`config.mk`:
```
export PLATFORM = sky130hd
export DESIGN_NAME = pipe_issue_arb
export DESIGN_NICKNAME = d
export VERILOG_FILES = /design/src/rtl/pipe_arb_pkg.sv /design/src/rtl/rr_pick.sv /design/src/rtl/pipe_issue_arb.sv
export SDC_FILE = /design/constraint.sdc
export NUM_CORES = 1
export LEC_CHECK = 0
export CELL_PAD_IN_SITES_DETAIL_PLACEMENT = 1
export CELL_PAD_IN_SITES_GLOBAL_PLACEMENT = 2
export CORE_UTILIZATION = 21
export CTS_CLUSTER_SIZE = 20
export DETAILED_ROUTE_END_ITERATION = 8
export PLACE_DENSITY = 0.95
export SETUP_SLACK_MARGIN = 0.02
export SLEW_MARGIN = 5
export SYNTH_ARGS = -nofsm -noshare
export SYNTH_HDL_FRONTEND = slang
export SYNTH_SLANG_ARGS = --single-unit
```
`constraint.sdc`:
```
create_clock -name clk -period 6.2 [get_ports clk]
set_clock_uncertainty 0.1 [all_clocks]
set_input_delay 0.62 -clock clk [delete_from_list [all_inputs] [get_ports clk]]
set_output_delay 0.62 -clock clk [all_outputs]
set_load 0.005 [all_outputs]
```
`src/rtl/pipe_arb_pkg.sv`:
```
// Shared types for the pipeline issue arbiter.
// Issue word layout is {id, data}, id in the MSBs.
package pipe_arb_pkg;

  localparam int NREQ  = 4;
  localparam int DW    = 32;
  localparam int IDW_D = $clog2(NREQ);

  typedef logic [IDW_D-1:0] id_t;
  typedef logic [3:0]       cnt_t;

  typedef struct packed {
    id_t           id;
    logic [DW-1:0] data;
  } issue_t;

endpackage

```
`src/rtl/rr_pick.sv`:
```
// Rotating first-one picker: scans req from ptr upward, wrapping at R.
// Purely combinational; the caller owns the pointer.
module rr_pick #(
  parameter  int R   = 4,
  localparam int IDW = $clog2(R)
) (
  input  logic [R-1:0]   req,
  input  logic [IDW-1:0] ptr,
  output logic [R-1:0]   gnt_oh,
  output logic [IDW-1:0] gnt_id,
  output logic           any
);

  int             idx;
  logic [IDW-1:0] w_idx;

  always_comb begin
    gnt_oh = '0;
    gnt_id = '0;
    any    = 1'b0;
    idx    = 0;
    w_idx  = '0;
    for (int k = 0; k < R; k++) begin
      idx = int'(ptr) + k;
      if (idx >= R) idx = idx - R;
      w_idx = IDW'(idx);
      if (!any && req[w_idx]) begin
        any           = 1'b1;
        gnt_oh[w_idx] = 1'b1;
        gnt_id        = w_idx;
      end
    end
  end

endmodule

```
`src/rtl/pipe_issue_arb.sv`:
```
// Round-robin issue scheduler sharing one stallable pipeline among
// R requesters, with per-requester in-flight credit limits.
module pipe_issue_arb
  import pipe_arb_pkg::*;
#(
  parameter  int R       = 4,
  parameter  int W       = 32,
  parameter  int MAX_OUT = 2,
  localparam int IDW     = $clog2(R)
) (
  input  logic             clk,
  input  logic             rst,
  input  logic [R-1:0]     req_vld,
  input  logic [R*W-1:0]   req_data,
  output logic [R-1:0]     req_accept,
  output logic [IDW+W-1:0] pipe_in,
  output logic             pipe_in_vld,
  input  logic             pipe_in_accept,
  input  logic             pipe_out_vld,
  input  logic [IDW-1:0]   pipe_out_id,
  output logic [R-1:0]     rsp_vld,
  output logic             busy,
  output logic             err_r
);

  typedef enum logic {
    UNLOCKED = 1'b0,
    LOCKED   = 1'b1
  } lock_e;

  lock_e          r_state;
  lock_e          w_state_nxt;
  logic [IDW-1:0] r_lock_id;
  logic [IDW-1:0] r_rr_ptr;
  cnt_t           r_cnt [R];
  logic           r_err;

  logic [R-1:0]   w_elig;
  logic [R-1:0]   w_pick_oh;
  logic [IDW-1:0] w_pick_id;
  logic           w_pick_any;
  logic [IDW-1:0] w_grant;
  logic [R-1:0]   w_grant_oh;
  logic           w_vld;
  logic           w_fire;
  logic [W-1:0]   w_data;
  logic           w_oid_ok;
  logic [R-1:0]   w_zero;
  logic           w_err_set;
  logic           w_locked;

  always_comb begin
    w_elig = '0;
    for (int i = 0; i < R; i++)
      w_elig[i] = req_vld[i] & (r_cnt[i] < cnt_t'(MAX_OUT));
  end

  rr_pick #(.R(R)) u_pick (
    .req    (w_elig),
    .ptr    (r_rr_ptr),
    .gnt_oh (w_pick_oh),
    .gnt_id (w_pick_id),
    .any    (w_pick_any)
  );

  // A stalled grant stays pinned until the pipeline takes it.
  assign w_locked   = (r_state == LOCKED);
  assign w_grant    = w_locked ? r_lock_id : w_pick_id;
  assign w_grant_oh = w_locked ? (R'(1) << r_lock_id) : w_pick_oh;
  assign w_vld      = rst & (w_locked | w_pick_any);
  assign w_fire     = w_vld & pipe_in_accept;

  always_comb begin
    w_data = '0;
    for (int i = 0; i < R; i++)
      if (w_grant == IDW'(i)) w_data = req_data[i*W +: W];
  end

  assign pipe_in     = {w_grant, w_data};
  assign pipe_in_vld = w_vld;
  assign req_accept  = w_fire ? w_grant_oh : '0;

  assign w_oid_ok = {1'b0, pipe_out_id} < (IDW+1)'(R);

  always_comb begin
    rsp_vld = '0;
    w_zero  = '0;
    busy    = 1'b0;
    for (int i = 0; i < R; i++) begin
      rsp_vld[i] = rst & pipe_out_vld & (pipe_out_id == IDW'(i));
      w_zero[i]  = (r_cnt[i] == '0);
      busy       = busy | ~w_zero[i];
    end
  end

  assign w_err_set = (|(rsp_vld & w_zero)) | (pipe_out_vld & ~w_oid_ok);
  assign err_r     = r_err;

  always_comb begin
    w_state_nxt = r_state;
    unique case (r_state)
      UNLOCKED: if (w_vld & ~pipe_in_accept) w_state_nxt = LOCKED;
      LOCKED:   if (pipe_in_accept) w_state_nxt = UNLOCKED;
    endcase
  end

  always_ff @(posedge clk or negedge rst) begin
    if (!rst) begin
      r_state   <= UNLOCKED;
      r_lock_id <= '0;
      r_rr_ptr  <= '0;
      r_err     <= 1'b0;
    end else begin
      r_state <= w_state_nxt;
      if (!w_locked && w_vld && !pipe_in_accept)
        r_lock_id <= w_grant;
      if (w_fire)
        r_rr_ptr <= (w_grant == IDW'(R-1)) ? '0 : w_grant + 1'b1;
      if (w_err_set)
        r_err <= 1'b1;
    end
  end

  always_ff @(posedge clk or negedge rst) begin
    if (!rst) begin
      for (int i = 0; i < R; i++) r_cnt[i] <= '0;
    end else begin
      for (int i = 0; i < R; i++) begin
        if (rsp_vld[i] && w_zero[i])
          r_cnt[i] <= '0;
        else if (req_accept[i] && !rsp_vld[i])
          r_cnt[i] <= r_cnt[i] + 1'b1;
        else if (rsp_vld[i] && !req_accept[i])
          r_cnt[i] <= r_cnt[i] - 1'b1;
      end
    end
  end

endmodule

```
==> summary.md, run 1 <==
| Metric | Value |
|---|---|
| Slew at the pin with the worst max-slew slack | 0.703 ns |
| EDFF count, synth | 0 |
| Core area | 0.0141 sq mm |
| Synth-to-Final Area Change | 68.7% |
| GR Util met3 | 0.0258 |
| YS warnings | 0 |
| # rows | 43 |
| Worst Path Arrival | 4.79 ns |
| RSZ-0062 raised after global routing | no |
| TritonCTS Buffers | 3 |
| Initial core utilization | 0.219 |
| Initial antenna violation count | 0 |
| PortBufs | approximately 180 |
| Commonest non-fill, non-tap cells in the layout | clkdlybuf4s50_1, a21oi_1, nor2_1, nand2_1, o21ai_0 |
| Placed insts | approximately 770 |
| Commonest register cell after synthesis | dfrtp_1 |
| Combined buffer and inverter count along the critical path | 4 |
| Post-route cell area | 0.00520 sq mm |
| CP peak stage delay | slightly above 0.6 ns |
| Post-synthesis cell type count | 48 |
| Most common cell type on the critical path | a21oi_1 |
| Fin. Hold Viols | 0 |
| Latest clock arrival within the worst-skew pair | 0.26 ns |
| WL per Instance | 17.8 um |
| Critical-path top delay cell | dfrtp_1 |
| Seq cells post-synth | 22 |
| CP Launch Type | flip-flop |
| Hold WC Path Type | flip-flop to flip-flop |
| P_leak | ~2.0 nW |
| Pre-Repair DR Iteration Count | 4 |
| Pwr/cell area | just under 700 mW/mm^2 |
| CTS-repair resized insts | 0 |
| Crit-path cells | inv_1 > ha_1 > inv_1 > mux4_2 > nor4b_4 > a21oi_1 > a21oi_1 > mux2i_1 > ha_1 > nor2b_2 > buf_4 > a22oi_1 > nor2_1 > a21oi_1 > o21ai_0 > clkdlybuf4s50_1 |
| CTS tree | done |
| TritonCTS sink count | 22 |
| DP Area | ~0.0051 sq mm |
| Max transition margin | 0.527 |
| Die area | about 0.015 sq mm |
| Post-CTS setup buffers | 0 |
| Net Sw Frac | 0.473 |
| Layout Nets | 752 |
| Grt met1 use | 0.216 |
| Vias in the first global route | roughly 4000 |
| Reg-to-reg startpoint | r_rr_ptr[0] |
| Mean post-synth cell area | roughly 7.4 sq um |
| Logic pwr share | 0.858 |
| Minimum clock period | roughly 5.5 ns |
| Synth async-reset ratio | 1.00 |
| Hold Path Origin | err_r |
| WS Path Type | flip-flop to output port |
| Syn Nets | roughly 580 |
| # H-tree levels | 1 |
| Final setup violation count | 0 |
| Final non-filler cell total | 769 |
| Fill cell count | 1714 |
| Post-route ant nets | 0 |
| DP HPWL | between 10000 and 15000 um |
| Antenna Cells | 0 |
| CTS clock-pin slew for the worst setup and hold paths | 0.07 ns |
| Grt total ovfl | 0 |
| Number of DRC markers in iteration 0 | 170 |
| MaxCap Viol Count | 0 |
| First-pass GRT wire length | roughly 21000 um |
| Die W | approximately 120 um |
| Synthesized cell area | 0.00308 sq mm |
| Status | complete, no violations |
| Worst-path maximum fanout | 19 |
| Seq pwr share | 0.090 |
| Share of layout cells above drive strength 1 | 0.0628 |
| Post-synthesis sequential area ratio | 0.179 |
| Setup TNS | 0 ns |
| Mapped Cells | between 400 and 500 |
| Most common cell after layout, fill and taps aside | clkdlybuf4s50_1 |
| Ports | 183 |
| Grt peak-use layer | met2 |
| Worst VDD drop | roughly 340 uV |
| Vias/cell | roughly 5 |
| Via count | around 3800 |
| Worst Setup SP | r_rr_ptr[0] |
| Crit. End Element | output port |
| Pre-CTS setup slack | ~0.8 ns |
| Req. time, crit path | approximately 5.5 ns |
| FMAX | 182 MHz |
| Final worst-path cycle share | 0.889 |
| Net Switching | between 1.5 and 2 mW |
| GPL Wtd Cong | between 0.8 and 0.9 |
| Clock power share | 0.052 |
| Crit path max-delay family | buffers and inverters |
| Routed wire length | between 10000 and 15000 um |
| Largest net degree at the start of global routing | 38 |
| Max clock buf depth | 2 |
| Total track usage | 0.173 |
| CTS Hold Bufs | 0 |
| Slew Viols, Final | 0 |
| Root Buffer | clkbuf_16 |
| Int Pwr | 1.89 mW |
| Met2 GRT Util | 0.309 |
| Die Y-Extent | around 120 um |
| Residual DRC | 0 |
| Final setup margin | roughly 0.7 ns |
==> registers in the layout, indices dropped and copies added (netlist names) <==
register,count
err_r,1
r_cnt,16
r_lock_id,2
r_rr_ptr,2
r_state,1
==> synthesized netlist by cell type, drive strengths merged, types with 3 or more instances <==
cell / instances / share of area
mux2i: 7 / 0.025
nand2: 49 / 0.060
ha: 20 / 0.081
o21a: 3 / 0.0073
a22oi: 31 / 0.076
buf: 4 / 0.0073
nand4: 3 / 0.0061
nor4b: 7 / 0.031
o22ai: 6 / 0.012
dfrtp: 22 / 0.18
mux4: 6 / 0.044
xnor2: 4 / 0.011
xor2: 5 / 0.014
nor3: 5 / 0.0081
inv: 27 / 0.033
or3: 3 / 0.0061
nor4: 4 / 0.0081
mux2: 3 / 0.011
clkbuf: 19 / 0.023
fa: 4 / 0.026
a21o: 6 / 0.015
o211ai: 3 / 0.0073
nand3: 5 / 0.0081
o21ai: 44 / 0.075
nor2: 49 / 0.060
or4b: 4 / 0.015
a21oi: 56 / 0.091
==> kinds of logic after synthesis <==
group                    count (synthesis)  synth area share
AO/OA/AOI/OAI                          162             0.327
XOR/XNOR                                 9            0.0256
multiplexers                            16            0.0800
flip-flops                              22             0.179
AND/OR/NAND/NOR                        135             0.215
adder cells (fa/ha/maj)                 24             0.107
buffers and inverters                   51            0.0662
==> cell type report <==
cell class              count  area, sq um  area share
inverters                  27          101      0.0195
multi-input cells         346         2330       0.449
well taps                 180          225      0.0433
repair buffers            190         1880       0.362
clock inverters             1         30.0     0.00578
clock buffers               3         75.1      0.0144
flip-flops and latches     22          551       0.106
==> per-layer routing <==
metal  up-vias  share of wire
met1      1853           0.41
li1       1867              -
met5         -              0
met2        86           0.53
met4         0          0.025
met3        24          0.036
==> power groups by stage <==
stage                     combinational, mW  sequential [mW]  clock, mW
after floorplan                        1.64            0.279          0
after global placement                 3.02            0.314          0
after detailed placement               3.11            0.324          0
after CTS                              3.13            0.321      0.190
after global routing                   3.39            0.337      0.194
final                                  3.08            0.323      0.186
==> final timing paths <==
kind | end | slack [ns] | cells after the start
max | pipe_in[16] | 0.69 | 16
min | err_r | 0.38 | 2
max reg2reg | r_cnt[7] | 1.56 | 16
min reg2reg | err_r | 0.38 | 2
max in group asynchronous | r_cnt[3] | 4.84 | 2
min in group asynchronous | r_cnt[9] | 0.57 | 1
==> stage by stage <==
step | util | power, mW | hold slack, ns
final | 0.369 | 3.59 | 0.385
after global routing | 0.369 | 3.92 | 0.411
after CTS | 0.369 | 3.64 | 0.390
after detailed placement | 0.361 | 3.43 | 0.371
after global placement | 0.361 | 3.33 | 0.362
after floorplan | - | 1.92 | 0.224
==> tightest hold or removal path, delay by kind of cell, from the launching register on <==
| family | cells | cell delay (ns) |
|---|---|---|
| flip-flops | 1 | 0.36 |
| AO/OA/AOI/OAI | 1 | 0.04 |
| AND/OR/NAND/NOR | 1 | 0.05 |
No activity file was read; power rests on OpenSTA's default activity.
==> inputs of run 2 (changes only) <==
- CAP_MARGIN: default -> 40
==> results of run 2 <==
No change in the layout: final DEF, timing and power equal those of run 1.
==> inputs of run 3 (changes only) <==
- SYNTH_HIERARCHICAL: default -> 1
==> run 3 against run 2 <==
Effect of this change:
- sequential power decreased by 4%
- utilization fell by 0.33 points
- highest routed layer unchanged
- die area shrank 2.4%
- first-iteration DRC count down 13%
==> summary.md, run 3 <==
| Metric | Value |
|---|---|
| Status | complete, no violations |
| Seq cells post-synth | 22 (unchanged) |
| Grt total ovfl | 0 (unchanged) |
| Most common cell in the netlist | nand2_1 |
| P_leak | 1.97 nW (-3.8%) |
| Hold WC Path Type | flip-flop to flip-flop |
| Mapped Cells | 367 (-12%) |
| Largest registers | r_cnt x16, r_lock_id x2, r_rr_ptr x2 |
| EDFF count, synth | 0 (unchanged) |
| Root Buffer | clkbuf_16 |
| Slew Viols, Final | 0 (unchanged) |
| Worst-path maximum fanout | 31 (+12) |
| Die Y-Extent | 122 um (-1.2%) |
| Fin. Hold Viols | 0 (unchanged) |
| Antenna Cells | 0 (unchanged) |
| Total track usage | 0.167 (-0.00606) |
| Layout Nets | 695 (-7.6%) |
| Latest clock arrival within the worst-skew pair | 0.26 ns (about the same) |
| Max transition margin | 0.439 (-0.0882) |
| Req. time, crit path | 5.48 ns (about the same) |
| WL per Instance | 17.9 um (+0.66%) |
| Crit. End Element | output port |
| Vias in the first global route | 3724 (-7.5%) |
| TritonCTS Buffers | 3 (unchanged) |
| Pre-Repair DR Iteration Count | 4 (unchanged) |
| Final worst-path cycle share | 0.910 (+0.0212) |
| Worst Path Arrival | 4.92 ns (+0.13 ns) |
| # rows | 43 (unchanged) |
| Top cells by count, synth | nand2_1, nor2b_1, a221oi_1, o31ai_1, inv_1 |
| Largest cells by area after synthesis | dfrtp_1, a221oi_1, o31ai_1 |
| Hold Path Origin | err_r |
| Setup TNS | 0 ns (unchanged) |
| Cell taking the most area after synthesis | dfrtp_1 |
| Slew at the pin with the worst max-slew slack | 0.830 ns (+0.127 ns) |
| Share of layout cells above drive strength 1 | 0.0618 (-0.00102) |
| FMAX | 177 MHz (-2.3%) |
| Post-CTS setup buffers | 0 (unchanged) |
| Syn Nets | 527 (-9.3%) |
| Final Util | 0.365 (-0.00327) |
| Post-route ant nets | 0 (unchanged) |
| Most common cell after layout, fill and taps aside | clkdlybuf4s50_1 |
| Pwr/cell area | 674 mW/mm^2 (-2.5%) |
| Commonest non-fill, non-tap cells in the layout | clkdlybuf4s50_1, nand2_1, nor2b_1, a221oi_1, o31ai_1 |
| Largest net degree at the start of global routing | 65 (+71%) |
| Residual DRC | 0 (unchanged) |
| Max clock buf depth | 2 (unchanged) |
| # H-tree levels | 1 (unchanged) |
| First-pass GRT wire length | 19900 um (-3.9%) |
| RSZ-0062 raised after global routing | no |
| YS warnings | 6 (+6) |
| Die W | 122 um (-1.2%) |
| Post-synthesis sequential area ratio | 0.183 (+0.00446) |
| MaxCap Viol Count | 0 (unchanged) |
| CTS-repair resized insts | 0 (unchanged) |
| Ports | 183 (unchanged) |
| Via count | 3561 (-7.0%) |
| PortBufs | 182 (unchanged) |
| Final setup violation count | 0 (unchanged) |
| Worst Setup SP | req_vld[3] |
| Die area | 0.0148 sq mm (-2.4%) |
| Commonest register cell after synthesis | dfrtp_1 |
| GPL Wtd Cong | 0.862 (+1.8%) |
| Minimum clock period | 5.64 ns (+0.131 ns) |
| CTS clock-pin slew for the worst setup and hold paths | 0.06 ns (about the same) |
| Max reg flops | 16 (unchanged) |
| Reg-to-reg startpoint | r_rr_ptr[0] |
| Number of DRC markers in iteration 0 | 148 (-13%) |
| Synth async-reset ratio | 1.00 (unchanged) |
| Share of the synthesized area in the top cell type | 0.183 (+0.00446) |
| Vias/cell | 4.99 (+0.14%) |
| WS Path Type | input pin to output port |
| Worst VDD drop | 285 uV (-16%) |
| Synth-to-Final Area Change | 69.4% |
| Core area | 0.0139 sq mm (-1.1%) |
| Synthesized cell area | 0.00301 sq mm (-2.4%) |
| Initial core utilization | 0.216 (-0.00286) |
| Mean post-synth cell area | 8.19 sq um (+11%) |
| CTS tree | done |
| TritonCTS sink count | 22 (unchanged) |
| Post-synthesis cell type count | 56 (+17%) |
| Initial antenna violation count | 0 (unchanged) |
| CP Launch Type | input pin |
| DP HPWL | 10300 um (-11%) |
| Routed wire length | 12800 um (-6.5%) |
| CTS Hold Bufs | 0 (unchanged) |
| Most flops, register | r_cnt |
[run 3: changes by cell type after synthesis, sizes merged, moves of 4 or more]
cell	delta
nand2	-13
a221oi	+31
nor2	-32
or4b	-4
a22oi	-23
nand3	-5
o21ai	-35
nor2b	+32
o31ai	+31
mux2	+5
a21oi	-46
[run 3: report_power, final]
group | total, mW | switching [mW] | internal (mW)
combinational | 2.97 | 1.33 | 1.64
sequential | 0.310 | 0.101 | 0.210
clock | 0.156 | 0.0570 | 0.0987
[run 3: path summary, 6_finish.rpt]
path                                     end  slack, ns  depth (start not counted)
worst min-delay path                   err_r       0.39                          2
max in group asynchronous       r_lock_id[1]       4.67                          2
worst max register to register      r_cnt[7]       1.68                         16
min in group asynchronous          r_cnt[14]       0.65                          1
worst max-delay path             pipe_in[24]       0.56                         14
worst min register to register         err_r       0.39                          2
[run 3: cell families after synthesis]
kind of cell	count (synthesis)	share of synthesized area
and+or+nand+nor	122	0.232
AOI/OAI and AO/OA	118	0.296
buffers and inverters	57	0.0803
adders and majority gates	22	0.102
DFF	22	0.183
muxes	19	0.0858
xor gates and xnor gates	7	0.0204
[run 3: final cells by class]
cell class / count / area, sq um
fill: 1619 / 8840
multi-input combinational: 288 / 2220
timing repair buffer: 190 / 1890
sequential: 22 / 551
tap: 180 / 225
inverter: 30 / 113
clock buffer: 4 / 88.8
[run 3: critical path, stage by stage]
cell and delay, ns:
clkdlybuf4s50_1 0.45, nor4b_1 0.68, mux4_2 0.54, and2b_2 0.29, o21ai_0 0.16, o31ai_1 0.11, mux2_2 0.34, inv_1 0.10
ha_1 0.18, nor2b_2 0.13, buf_4 0.34, a221oi_1 0.15, o31ai_1 0.24, clkdlybuf4s50_1 0.57
[run 3: metrics by stage]
stage                     hold WS, ns  cells  instance area [sq um]  power (mW)  setup WS [ns]
final                           0.390    714                   5090        3.43          0.559
after global routing            0.455    714                   5090        3.77         0.0423
after CTS                       0.395    714                   5090        3.48          0.563
after detailed placement        0.378    710                   5000        3.31          0.580
after global placement          0.369    710                   5000        3.21          0.767
after floorplan                 0.224    367                   3010        1.86           1.99
[run 3: layer usage]
layer  up-vias  part of all wire  GRT usage  wire, um
met1      1716              0.44      0.213      5590
met4         0            0.0081     0.0177       104
li1       1723                 -          -         -
met5         -                 0          0         0
met3         6             0.060     0.0253       773
met2       116              0.49      0.305      6340
